[src/rtl/rv32i_types_pkg.sv]
// Shared RV32 pipeline types used by decode and the EX-stage units.
// Contents:
//   muldiv_funct3_t - M-extension funct3 encodings
//   muldiv_state_t  - multiply/divide unit FSM states
//   MULDIV_FUNCT7   - funct7 value that selects the M extension in decode
//   control_word_t  - decoded control bits carried down the pipeline
//   helper functions that classify an M-extension funct3
package rv32i_types;

  localparam logic [6:0] MULDIV_FUNCT7 = 7'b0000001;

  typedef enum logic [2:0] {
    F3_MUL    = 3'd0,
    F3_MULH   = 3'd1,
    F3_MULHSU = 3'd2,
    F3_MULHU  = 3'd3,
    F3_DIV    = 3'd4,
    F3_DIVU   = 3'd5,
    F3_REM    = 3'd6,
    F3_REMU   = 3'd7
  } muldiv_funct3_t;

  typedef enum logic [1:0] {
    IDLE = 2'd0,
    CALC = 2'd1,
    DONE = 2'd2
  } muldiv_state_t;

  typedef struct packed {
    logic reg_write;
    logic mem_read;
    logic mem_write;
    logic branch;
    logic muldiv;     // set by decode when funct7 == MULDIV_FUNCT7 on an OP instruction
  } control_word_t;

  // Operand a is treated as two's complement.
  function automatic logic op_a_signed(input logic [2:0] f3);
    return (f3 == F3_MULH) || (f3 == F3_MULHSU) || (f3 == F3_DIV) || (f3 == F3_REM);
  endfunction

  // Operand b is treated as two's complement (MULHSU keeps b unsigned).
  function automatic logic op_b_signed(input logic [2:0] f3);
    return (f3 == F3_MULH) || (f3 == F3_DIV) || (f3 == F3_REM);
  endfunction

  // All divide/remainder encodings have funct3[2] set.
  function automatic logic op_is_div(input logic [2:0] f3);
    return f3[2];
  endfunction

endpackage

[src/rtl/ex_muldiv_unit_divider_core.sv]
// Restoring-divide step datapath. Purely combinational: retires
// BITS_PER_CYCLE quotient bits from the current partial remainder and
// quotient shift register. The caller owns the registers.
// Ports:
//   rem_in   - partial remainder (XLEN+1 bits)
//   quo_in   - quotient shift register; dividend bits shift out of the MSB
//   divisor  - divisor magnitude
//   rem_out  - partial remainder after BITS_PER_CYCLE steps
//   quo_out  - quotient register after BITS_PER_CYCLE steps
module ex_divider_core #(
  parameter int XLEN           = 32,
  parameter int BITS_PER_CYCLE = 1
) (
  input  logic [XLEN:0]   rem_in,
  input  logic [XLEN-1:0] quo_in,
  input  logic [XLEN-1:0] divisor,
  output logic [XLEN:0]   rem_out,
  output logic [XLEN-1:0] quo_out
);

  logic [XLEN:0] trial;
  logic [XLEN:0] diff;

  always_comb begin
    rem_out = rem_in;
    quo_out = quo_in;
    trial   = '0;
    diff    = '0;
    for (int i = 0; i < BITS_PER_CYCLE; i++) begin
      // The remainder stays below the divisor, so its top bit is always 0
      // and the shifted trial value fits in XLEN+1 bits.
      trial = {rem_out[XLEN-1:0], quo_out[XLEN-1]};
      diff  = trial - {1'b0, divisor};
      if (!diff[XLEN]) begin
        rem_out = diff;
        quo_out = {quo_out[XLEN-2:0], 1'b1};
      end else begin
        rem_out = trial;
        quo_out = {quo_out[XLEN-2:0], 1'b0};
      end
    end
  end

endmodule

[src/rtl/ex_muldiv_unit.sv]
// Iterative RV32M multiply/divide unit for the EX stage.
// Multiply: shift-add on operand magnitudes with a 2*XLEN accumulator.
// Divide: restoring divide (ex_divider_core) on operand magnitudes.
// Signs are fixed up on the final CALC edge. Divide-by-zero and the
// signed-overflow divide finish straight from IDLE.
// Ports:
//   clk, rst          - clock; asynchronous active-low reset
//   start, funct3     - request and M-extension op, sampled when ready=1
//   rs1_val, rs2_val  - operands a and b
//   flush             - synchronous abort, highest priority
//   ack               - downstream took the result
//   ready, busy, done - FSM status; result valid while done=1
//   result            - registered result
//   dbg_state         - current FSM state for observation
//
// Handshake: a request is accepted on a rising edge where start=1,
// ready=1 and flush=0. A result is offered while done=1 and stays stable
// until a rising edge with ack=1 (or flush=1) returns the unit to IDLE.
module ex_muldiv_unit
  import rv32i_types::*;
#(
  parameter int XLEN           = 32,
  parameter int BITS_PER_CYCLE = 1
) (
  input  logic            clk,
  input  logic            rst,
  input  logic            start,
  input  logic [2:0]      funct3,
  input  logic [XLEN-1:0] rs1_val,
  input  logic [XLEN-1:0] rs2_val,
  input  logic            flush,
  input  logic            ack,
  output logic            ready,
  output logic            busy,
  output logic            done,
  output logic [XLEN-1:0] result,
  output muldiv_state_t   dbg_state
);

  localparam int            ITER      = XLEN / BITS_PER_CYCLE;
  localparam int            CW        = $clog2(ITER);
  localparam logic [CW-1:0] ITER_LAST = CW'(ITER - 1);
  localparam logic [XLEN-1:0] INT_MIN = {1'b1, {(XLEN-1){1'b0}}};

  muldiv_state_t    state_q;
  muldiv_funct3_t   f3_q;
  logic [XLEN-1:0]  a_mag_q;
  logic [XLEN-1:0]  b_mag_q;
  logic             neg_q;      // negate product / quotient
  logic             rem_neg_q;  // remainder takes sign of a
  logic [CW-1:0]    cnt_q;
  logic [2*XLEN-1:0] mul_acc_q; // {partial product, remaining multiplier bits}
  logic [XLEN:0]    rem_q;
  logic [XLEN-1:0]  quo_q;
  logic [XLEN-1:0]  result_q;

  // Request decode on the raw inputs.
  logic            a_sgn, b_sgn;
  logic [XLEN-1:0] a_abs, b_abs;
  logic            div_by_zero, div_ovf;

  assign a_sgn       = op_a_signed(funct3) & rs1_val[XLEN-1];
  assign b_sgn       = op_b_signed(funct3) & rs2_val[XLEN-1];
  assign a_abs       = a_sgn ? -rs1_val : rs1_val;
  assign b_abs       = b_sgn ? -rs2_val : rs2_val;
  assign div_by_zero = op_is_div(funct3) && (rs2_val == '0);
  assign div_ovf     = ((funct3 == F3_DIV) || (funct3 == F3_REM)) &&
                       (rs1_val == INT_MIN) && (rs2_val == '1);

  // Multiply step: add multiplicand when the multiplier LSB is set, then
  // shift the whole accumulator right, carry included.
  logic [2*XLEN-1:0] mul_nx;
  logic [XLEN:0]     mul_sum;

  always_comb begin
    mul_nx  = mul_acc_q;
    mul_sum = '0;
    for (int i = 0; i < BITS_PER_CYCLE; i++) begin
      if (mul_nx[0]) mul_sum = {1'b0, mul_nx[2*XLEN-1:XLEN]} + {1'b0, a_mag_q};
      else           mul_sum = {1'b0, mul_nx[2*XLEN-1:XLEN]};
      mul_nx = {mul_sum, mul_nx[XLEN-1:1]};
    end
  end

  // Divide step.
  logic [XLEN:0]   div_rem_nx;
  logic [XLEN-1:0] div_quo_nx;

  ex_divider_core #(
    .XLEN          (XLEN),
    .BITS_PER_CYCLE(BITS_PER_CYCLE)
  ) u_div (
    .rem_in (rem_q),
    .quo_in (quo_q),
    .divisor(b_mag_q),
    .rem_out(div_rem_nx),
    .quo_out(div_quo_nx)
  );

  // Sign fix-up and result selection for the final CALC edge.
  logic [2*XLEN-1:0] mul_prod;
  logic [XLEN-1:0]   quo_fix, rem_fix, calc_res;

  assign mul_prod = neg_q ? -mul_nx : mul_nx;
  assign quo_fix  = neg_q ? -div_quo_nx : div_quo_nx;
  assign rem_fix  = rem_neg_q ? -div_rem_nx[XLEN-1:0] : div_rem_nx[XLEN-1:0];

  always_comb begin
    calc_res = '0;
    case (f3_q)
      F3_MUL:                        calc_res = mul_prod[XLEN-1:0];
      F3_MULH, F3_MULHSU, F3_MULHU:  calc_res = mul_prod[2*XLEN-1:XLEN];
      F3_DIV, F3_DIVU:               calc_res = quo_fix;
      default:                       calc_res = rem_fix;
    endcase
  end

  always_ff @(posedge clk or negedge rst) begin
    if (!rst) begin
      state_q   <= IDLE;
      f3_q      <= F3_MUL;
      a_mag_q   <= '0;
      b_mag_q   <= '0;
      neg_q     <= 1'b0;
      rem_neg_q <= 1'b0;
      cnt_q     <= '0;
      mul_acc_q <= '0;
      rem_q     <= '0;
      quo_q     <= '0;
      result_q  <= '0;
    end else if (flush) begin
      state_q <= IDLE;
    end else begin
      case (state_q)
        IDLE: begin
          if (start) begin
            f3_q      <= muldiv_funct3_t'(funct3);
            a_mag_q   <= a_abs;
            b_mag_q   <= b_abs;
            neg_q     <= a_sgn ^ b_sgn;
            rem_neg_q <= a_sgn;
            cnt_q     <= '0;
            // Only the path the op uses is loaded; the other keeps its value.
            if (op_is_div(funct3)) begin
              rem_q <= '0;
              quo_q <= a_abs;
            end else begin
              mul_acc_q <= {{XLEN{1'b0}}, b_abs};
            end
            if (div_by_zero) begin
              result_q <= ((funct3 == F3_DIV) || (funct3 == F3_DIVU)) ? '1 : rs1_val;
              state_q  <= DONE;
            end else if (div_ovf) begin
              result_q <= (funct3 == F3_DIV) ? INT_MIN : '0;
              state_q  <= DONE;
            end else begin
              state_q <= CALC;
            end
          end
        end
        CALC: begin
          cnt_q <= cnt_q + CW'(1);
          if (op_is_div(f3_q)) begin
            rem_q <= div_rem_nx;
            quo_q <= div_quo_nx;
          end else begin
            mul_acc_q <= mul_nx;
          end
          if (cnt_q == ITER_LAST) begin
            result_q <= calc_res;
            state_q  <= DONE;
          end
        end
        DONE: begin
          if (ack) state_q <= IDLE;
        end
        default: state_q <= IDLE;
      endcase
    end
  end

  assign ready     = (state_q == IDLE);
  assign busy      = (state_q != IDLE);
  assign done      = (state_q == DONE);
  assign result    = result_q;
  assign dbg_state = state_q;

endmodule

[config.mk]
export PLATFORM = sky130hd
export DESIGN_NAME = ex_muldiv_unit
export DESIGN_NICKNAME = d
export VERILOG_FILES = /design/src/rtl/rv32i_types_pkg.sv /design/src/rtl/ex_muldiv_unit_divider_core.sv /design/src/rtl/ex_muldiv_unit.sv
export SDC_FILE = /design/constraint.sdc
export NUM_CORES = 1
export LEC_CHECK = 0
export ABC_AREA = 1
export BUFFER_PORTS_ARGS = -buffer_cell sky130_fd_sc_hd__buf_4
export CAP_MARGIN = 20
export CORE_UTILIZATION = 40
export CTS_BUF_LIST = sky130_fd_sc_hd__clkbuf_4 sky130_fd_sc_hd__clkbuf_8
export DETAILED_ROUTE_END_ITERATION = 10
export GPL_TIMING_DRIVEN = 0
export RECOVER_POWER = 50
export SLEW_MARGIN = 20
export SYNTH_ARGS = -nofsm -noshare
export SYNTH_HDL_FRONTEND = slang
export SYNTH_HIERARCHICAL = 1
export SYNTH_SLANG_ARGS = --single-unit
[constraint.sdc]
create_clock -name clk -period 5.1 [get_ports clk]
set_clock_uncertainty 0.05 [all_clocks]
set_input_delay 0.765 -clock clk [delete_from_list [all_inputs] [get_ports clk]]
set_output_delay 0.765 -clock clk [all_outputs]
set_load 0.02 [all_outputs]
==> flow_metrics.tcl, run 1 <==
set metrics [dict create \
    cts_buffers 44 \
    end_kind "register" \
    drv_cap 1 \
    root_buffer "clkbuf_8" \
    clk_pin_slew_ns 0.07 \
    syn-instance-count 3556 \
    worst-setup-path-type "register to register" \
    netlist_area_mm2 0.0217 \
    clock_latency_ns 0.64 \
    hold_violations 0 \
    finalSetupViolations 0 \
    worst_ep_arrival_time_ns 5.43 \
    coreArea_mm2 0.0530 \
    area_growth_pct 15.2 \
    multiInputGateArea_mm2 0.0135 \
    antenna_found_initial 0 \
    drt-total-wl_um 91700 \
    crit_slowest_cell "dfrtp_2" \
    grt_pass1_wl_um 137000 \
    start_util_pct 40.9 \
    regArea_mm2 0.00592 \
    fin_setup_tns_ns 0 \
    core.rowCount 84 \
    tightestPinTransition_ns 3.96 \
    synth_warnings 6 \
    crit_path_max_fanout 5 \
    violations "max-capacitance violations, max-slew violations" \
    gr-usage-all-layers_pct 32.7 \
    cts_tree "done" \
    htree_levels 2 \
    die_y_um 235 \
    min_period_ns 4.95 \
    drc_errors 0 \
    fin_nets 3889 \
    fin_hold_ws_ns 0.321 \
    ios 109 \
    placement.io_buffers 108 \
    diodes 0 \
    max_freq_ghz 0.202 \
    period_share_pct 97.1 \
    via_count 24291 \
    status "finished, violations left" \
    dieArea_mm2 0.0551 \
    drt_iter0_drc 2745 \
    worstPathRequired_ns 5.58 \
    layout-drive-gt1-share_pct 11.7 \
    timing.critical_path.mode_cell "buf_4" \
    syn_nets 3703 \
    relSlewSlack_pct -164 \
    leakagePower_nw 12.9 \
    ant_nets 0 \
    grt_max_degree 88 \
    routed_via_density 5.44 \
    power_density_mw_per_mm2 641 \
    cts_buffer_depth 3 \
    slew_violations 79 \
    hp-class "input port to register" \
    overflow 0 \
    die_w_um 235 \
    grt_pass1_vias 22138 \
    post_drt_wl_per_cell_um 20.5 \
    drt-pass1-iter-count 6 \
    slowest_delay_ns 0.45 \
    num-fill-cells 5760 \
    cts_sinks 236 \
    irDropWorstVdd_uv 295 \
    crit_path_start_kind "register" \
    finalWeightedCongestion 1.02 \
    synth.avg_cell_area_um2 6.09 \
    dpl.hpwl_um 74100 \
]
[cell usage in the layout, fill, tap and decap left out, types with 10 or more instances in the layout]
cell type / instances
ha_4: 12
nor2_2: 31
o211ai_1: 13
nand3_1: 248
a21oi_1: 192
buf_2: 10
nand3_2: 18
nor2_1: 265
nand2_2: 43
buf_4: 153
o21bai_1: 18
nand2_1: 1108
clkbuf_4: 14
o22ai_1: 24
clkbuf_1: 113
xnor2_1: 31
o21ai_1: 20
xor2_1: 54
a31oi_1: 12
inv_1: 492
nand4_1: 56
ha_1: 56
inv_2: 27
o21ai_0: 258
o31ai_1: 36
nand3b_1: 15
clkbuf_8: 53
nor3_1: 46
dfrtp_1: 228
[area by class of cell]
class / count / area share [%]
clock inverter: 12 / 0.466
inverter: 522 / 7.85
timing repair buffer: 140 / 4.14
sequential: 236 / 23.7
clock buffer: 67 / 3.35
tap: 688 / 3.45
buffer: 153 / 3.09
multi-input combinational: 2645 / 53.9
[critical path, delay by kind of cell (launching register included)]
kind	cells	cell delay (ns)
buffers and inverters	15	1.61
AO/OA/AOI/OAI	3	0.47
AND/OR/NAND/NOR	13	1.29
XOR/XNOR	1	0.09
adder cells (fa/ha/maj)	4	0.88
flip-flops	1	0.45
[registers in the layout, indices dropped and copies added, names as in the netlist]
name and flops:
a_mag_q 32, neg_q 1, cnt_q 5, b_mag_q 32, mul_acc_q 64, rem_q 32, dbg_state 2, quo_q 32
rem_neg_q 1, f3_q 3, result 32
[what timing repair did]
item | 4_1_cts | 5_1_grt
resized for setup | 31 | 101
hold buffers | 0 | 0
setup endpoints to repair | 29 | 25
pin swaps | 8 | 29
setup buffers | 17 | 11
[routing by layer]
| layer | up-vias | share of wire, % | track usage [%] |
|---|---|---|---|
| met2 | 1085 | 42 | 48.8 |
| met3 | 179 | 8.9 | 5.46 |
| met5 | - | 0 | 0 |
| met1 | 11257 | 45 | 46.5 |
| met4 | 0 | 4.4 | 13.4 |
| li1 | 11770 | - | - |
[final timing paths]
| check | cells past startpoint | slack, ns | from | to |
|---|---|---|---|---|
| hold / removal | 3 | 0.32 | funct3[0] | f3_q[0] |
| hold reg to reg | 2 | 0.43 | result[21] | result[21] |
| setup reg to reg | 36 | 0.15 | quo_q[31] | result[6] |
| max in group asynchronous | 1 | 1.05 | rst | b_mag_q[29] |
| min in group asynchronous | 1 | 1.68 | rst | mul_acc_q[57] |
| setup / recovery | 36 | 0.15 | quo_q[31] | result[6] |
[stage by stage]
step / instance area, um^2 / setup slack [ns] / total power [mW] / utilization, % / instances
floorplan: 21700 / 0.415 / 9.71 / - / 3556
CTS: 24600 / 0.0142 / 15.4 / 46.4 / 4452
detailed placement: 23400 / -1.51 / 13.2 / 44.2 / 4356
finish: 24900 / 0.150 / 16.0 / 47.1 / 4463
global route: 24900 / -0.0592 / 17.1 / 47.1 / 4463
global placement: 23300 / -1.54 / 13.1 / 44.0 / 4352
[power breakdown]
group	switching, mW	internal (mW)	total, mW	leakage [nW]
sequential	0.651	2.62	3.27	3.03
clock	0.905	1.15	2.05	0.510
combinational	7.48	3.20	10.7	9.34
Note: power is estimated with default switching activity, not from simulation.
==> inputs of run 2 (changes only) <==
--- a/config.mk
+++ b/config.mk
@@ -6,11 +6,11 @@
 export NUM_CORES = 1
 export LEC_CHECK = 0
 export ABC_AREA = 1
-export BUFFER_PORTS_ARGS = -buffer_cell sky130_fd_sc_hd__buf_4
 export CAP_MARGIN = 20
 export CORE_UTILIZATION = 40
 export CTS_BUF_LIST = sky130_fd_sc_hd__clkbuf_4 sky130_fd_sc_hd__clkbuf_8
 export DETAILED_ROUTE_END_ITERATION = 10
+export DONT_BUFFER_PORTS = 1
 export GPL_TIMING_DRIVEN = 0
 export RECOVER_POWER = 50
 export SLEW_MARGIN = 20
==> flow_metrics.tcl, run 2 (synthesis results as in run 1) <==
set metrics [dict create \
    status "finished, violations left" \
    violations "negative hold slack" \
    sequentialPowerShare_pct 21.6 \
    leakagePower_nw 12.3 \
    cts_sinks 236 \
    die_y_um 235 \
    die_w_um 235 \
    finalSetupViolations 0 \
    ant_nets 0 \
    grt_pass1_wl_um 137000 \
    power.switching_mw 8.90 \
    via_count 23974 \
    timing.critical_path.mode_cell "nand3_1" \
    crit_path_start_kind "register" \
    coreArea_mm2 0.0530 \
    combPwrFrac_pct 64.6 \
    start_util_pct 40.9 \
    end_kind "register" \
    post-layout-total-power_mw 15.8 \
    drc_errors 0 \
    cts_tree "done" \
    pre_cts_ws_ns -1.61 \
    slew_violations 0 \
    clk_pin_slew_ns 0.06 \
    worst-setup-path-type "register to register" \
    max_freq_ghz 0.203 \
    worstPathRequired_ns 5.57 \
    fin_nets 3771 \
    worst_ep_arrival_time_ns 5.39 \
    dieArea_mm2 0.0551 \
    placement.io_buffers 0 \
    area_growth_pct 11.0 \
    cts_buffer_depth 3 \
    hp-class "input port to asynchronous set/reset pin" \
    crit_slowest_cell "dfrtp_2" \
    dpl.hpwl_um 73900 \
    layout-drive-gt1-share_pct 8.86 \
    finalWeightedCongestion 1.05 \
    post_drt_wl_per_cell_um 21.1 \
    top_register "mul_acc_q" \
    drt-pass1-iter-count 6 \
    hold_violations 236 \
    irDropWorstVdd_uv 319 \
    worst_slack_ns 0.185 \
    drt_iter0_drc 2529 \
    antenna_found_initial 2 \
    crit_path_max_fanout 5 \
    overflow 0 \
    grt_max_degree 237 \
    ios 109 \
    min_period_ns 4.91 \
    tightestPinTransition_ns 1.15 \
    fin_hold_ws_ns -0.222 \
    mostFrequentLayoutCell "nand2_1" \
    clkPwrFrac_pct 13.8 \
    drv_cap 0 \
    slowest_delay_ns 0.45 \
    relSlewSlack_pct 22.4 \
    grt_pass1_vias 22066 \
    gr-usage-all-layers_pct 32.7 \
    root_buffer "clkbuf_8" \
    routed_via_density 5.52 \
    internal_power_mw 6.86 \
    most-common-layout-cells "1116 x nand2_1, 496 x inv_1, 266 x nor2_1, 260 x o21ai_0, 251 x nand3_1" \
    core.rowCount 84 \
    period_share_pct 96.4 \
    drt-total-wl_um 91700 \
    power_density_mw_per_mm2 656 \
    htree_levels 2 \
    largest_register_ffs 64 \
    cts_buffers 45 \
    switching_share_pct 56.5 \
    clock_latency_ns 0.64 \
]
run 2: cell types whose count changed in the layout (fill, tap and decap cells not counted), moves of 7 or more:
cell      before   now
clkbuf_4      14     5
ha_4          12     5
clkbuf_1     113    96
nand2_1     1108  1116
nand2_2       43    36
buf_4        153    55
run 2: area by class of cell:
cell class,instances,area [um^2]
Sequential cell,236,5910
Fill cell,5813,28900
Antenna cell,1,2.50
Buffer,152,756
Tap cell,688,861
Inverter,522,1960
Multi-Input combinational cell,2645,13300
Clock inverter,17,205
Timing Repair Buffer,22,163
Clock buffer,62,822
run 2: repair_timing:
item,4_1_cts,5_1_grt
cloned,0,1
pin swaps,8,21
buffers inserted,14,5
setup endpoints to repair,30,23
gates resized for setup,27,75
endpoints found under the hold margin,236,236
run 2: final timing paths:
| kind | cells after the start | slack, ns | endpoint | startpoint |
|---|---|---|---|---|
| max | 35 | 0.19 | result[29] | quo_q[31] |
| max reg2reg | 35 | 0.19 | result[29] | quo_q[31] |
| min reg2reg | 2 | 0.43 | b_mag_q[11] | b_mag_q[11] |
| min in group clk | 2 | 0.20 | f3_q[2] | funct3[2] |
| max in group asynchronous | 0 | 4.71 | b_mag_q[23] | rst |
| min | 0 | -0.22 | mul_acc_q[57] | rst |
run 2: critical path, delay by kind of cell, from the launching register on:
kind                     cells  cell delay [ns]
flip-flops                   1             0.45
adder cells (fa/ha/maj)      3             0.76
AND/OR/NAND/NOR             18             1.86
buffers and inverters       10             1.10
AO/OA/AOI/OAI                3             0.54
XOR/XNOR                     1             0.07
run 2: metrics by stage:
| stage | util, % | cells | instance area [um^2] | TNS (ns) |
|---|---|---|---|---|
| after floorplan | - | 3556 | 21700 | 0 |
| after global placement | 42.5 | 4244 | 22500 | -22.20 |
| after detailed placement | 42.5 | 4246 | 22500 | -22.13 |
| after CTS | 44.9 | 4338 | 23800 | 0 |
| after global routing | 45.4 | 4344 | 24000 | -0.0229 |
| final | 45.4 | 4345 | 24000 | 0 |
run 2: power groups by stage:
stage	logic (mW)	registers (mW)	clock network, mW
floorplan	6.60	3.11	0
CTS	9.73	3.36	2.19
detailed placement	9.51	3.38	0
global route	11.1	3.47	2.28
global placement	9.48	3.37	0
finish	10.2	3.40	2.17
run 2: metal layers:
metal	wire length (um)	up-vias	global-route usage, %	part of all wire [%]
met4	3800	0	12.7	4.1
li1	-	11547	-	-
met5	0	-	0	0
met1	40800	11177	45.7	45
met3	8400	178	6.70	9.2
met2	38700	1072	49.3	42
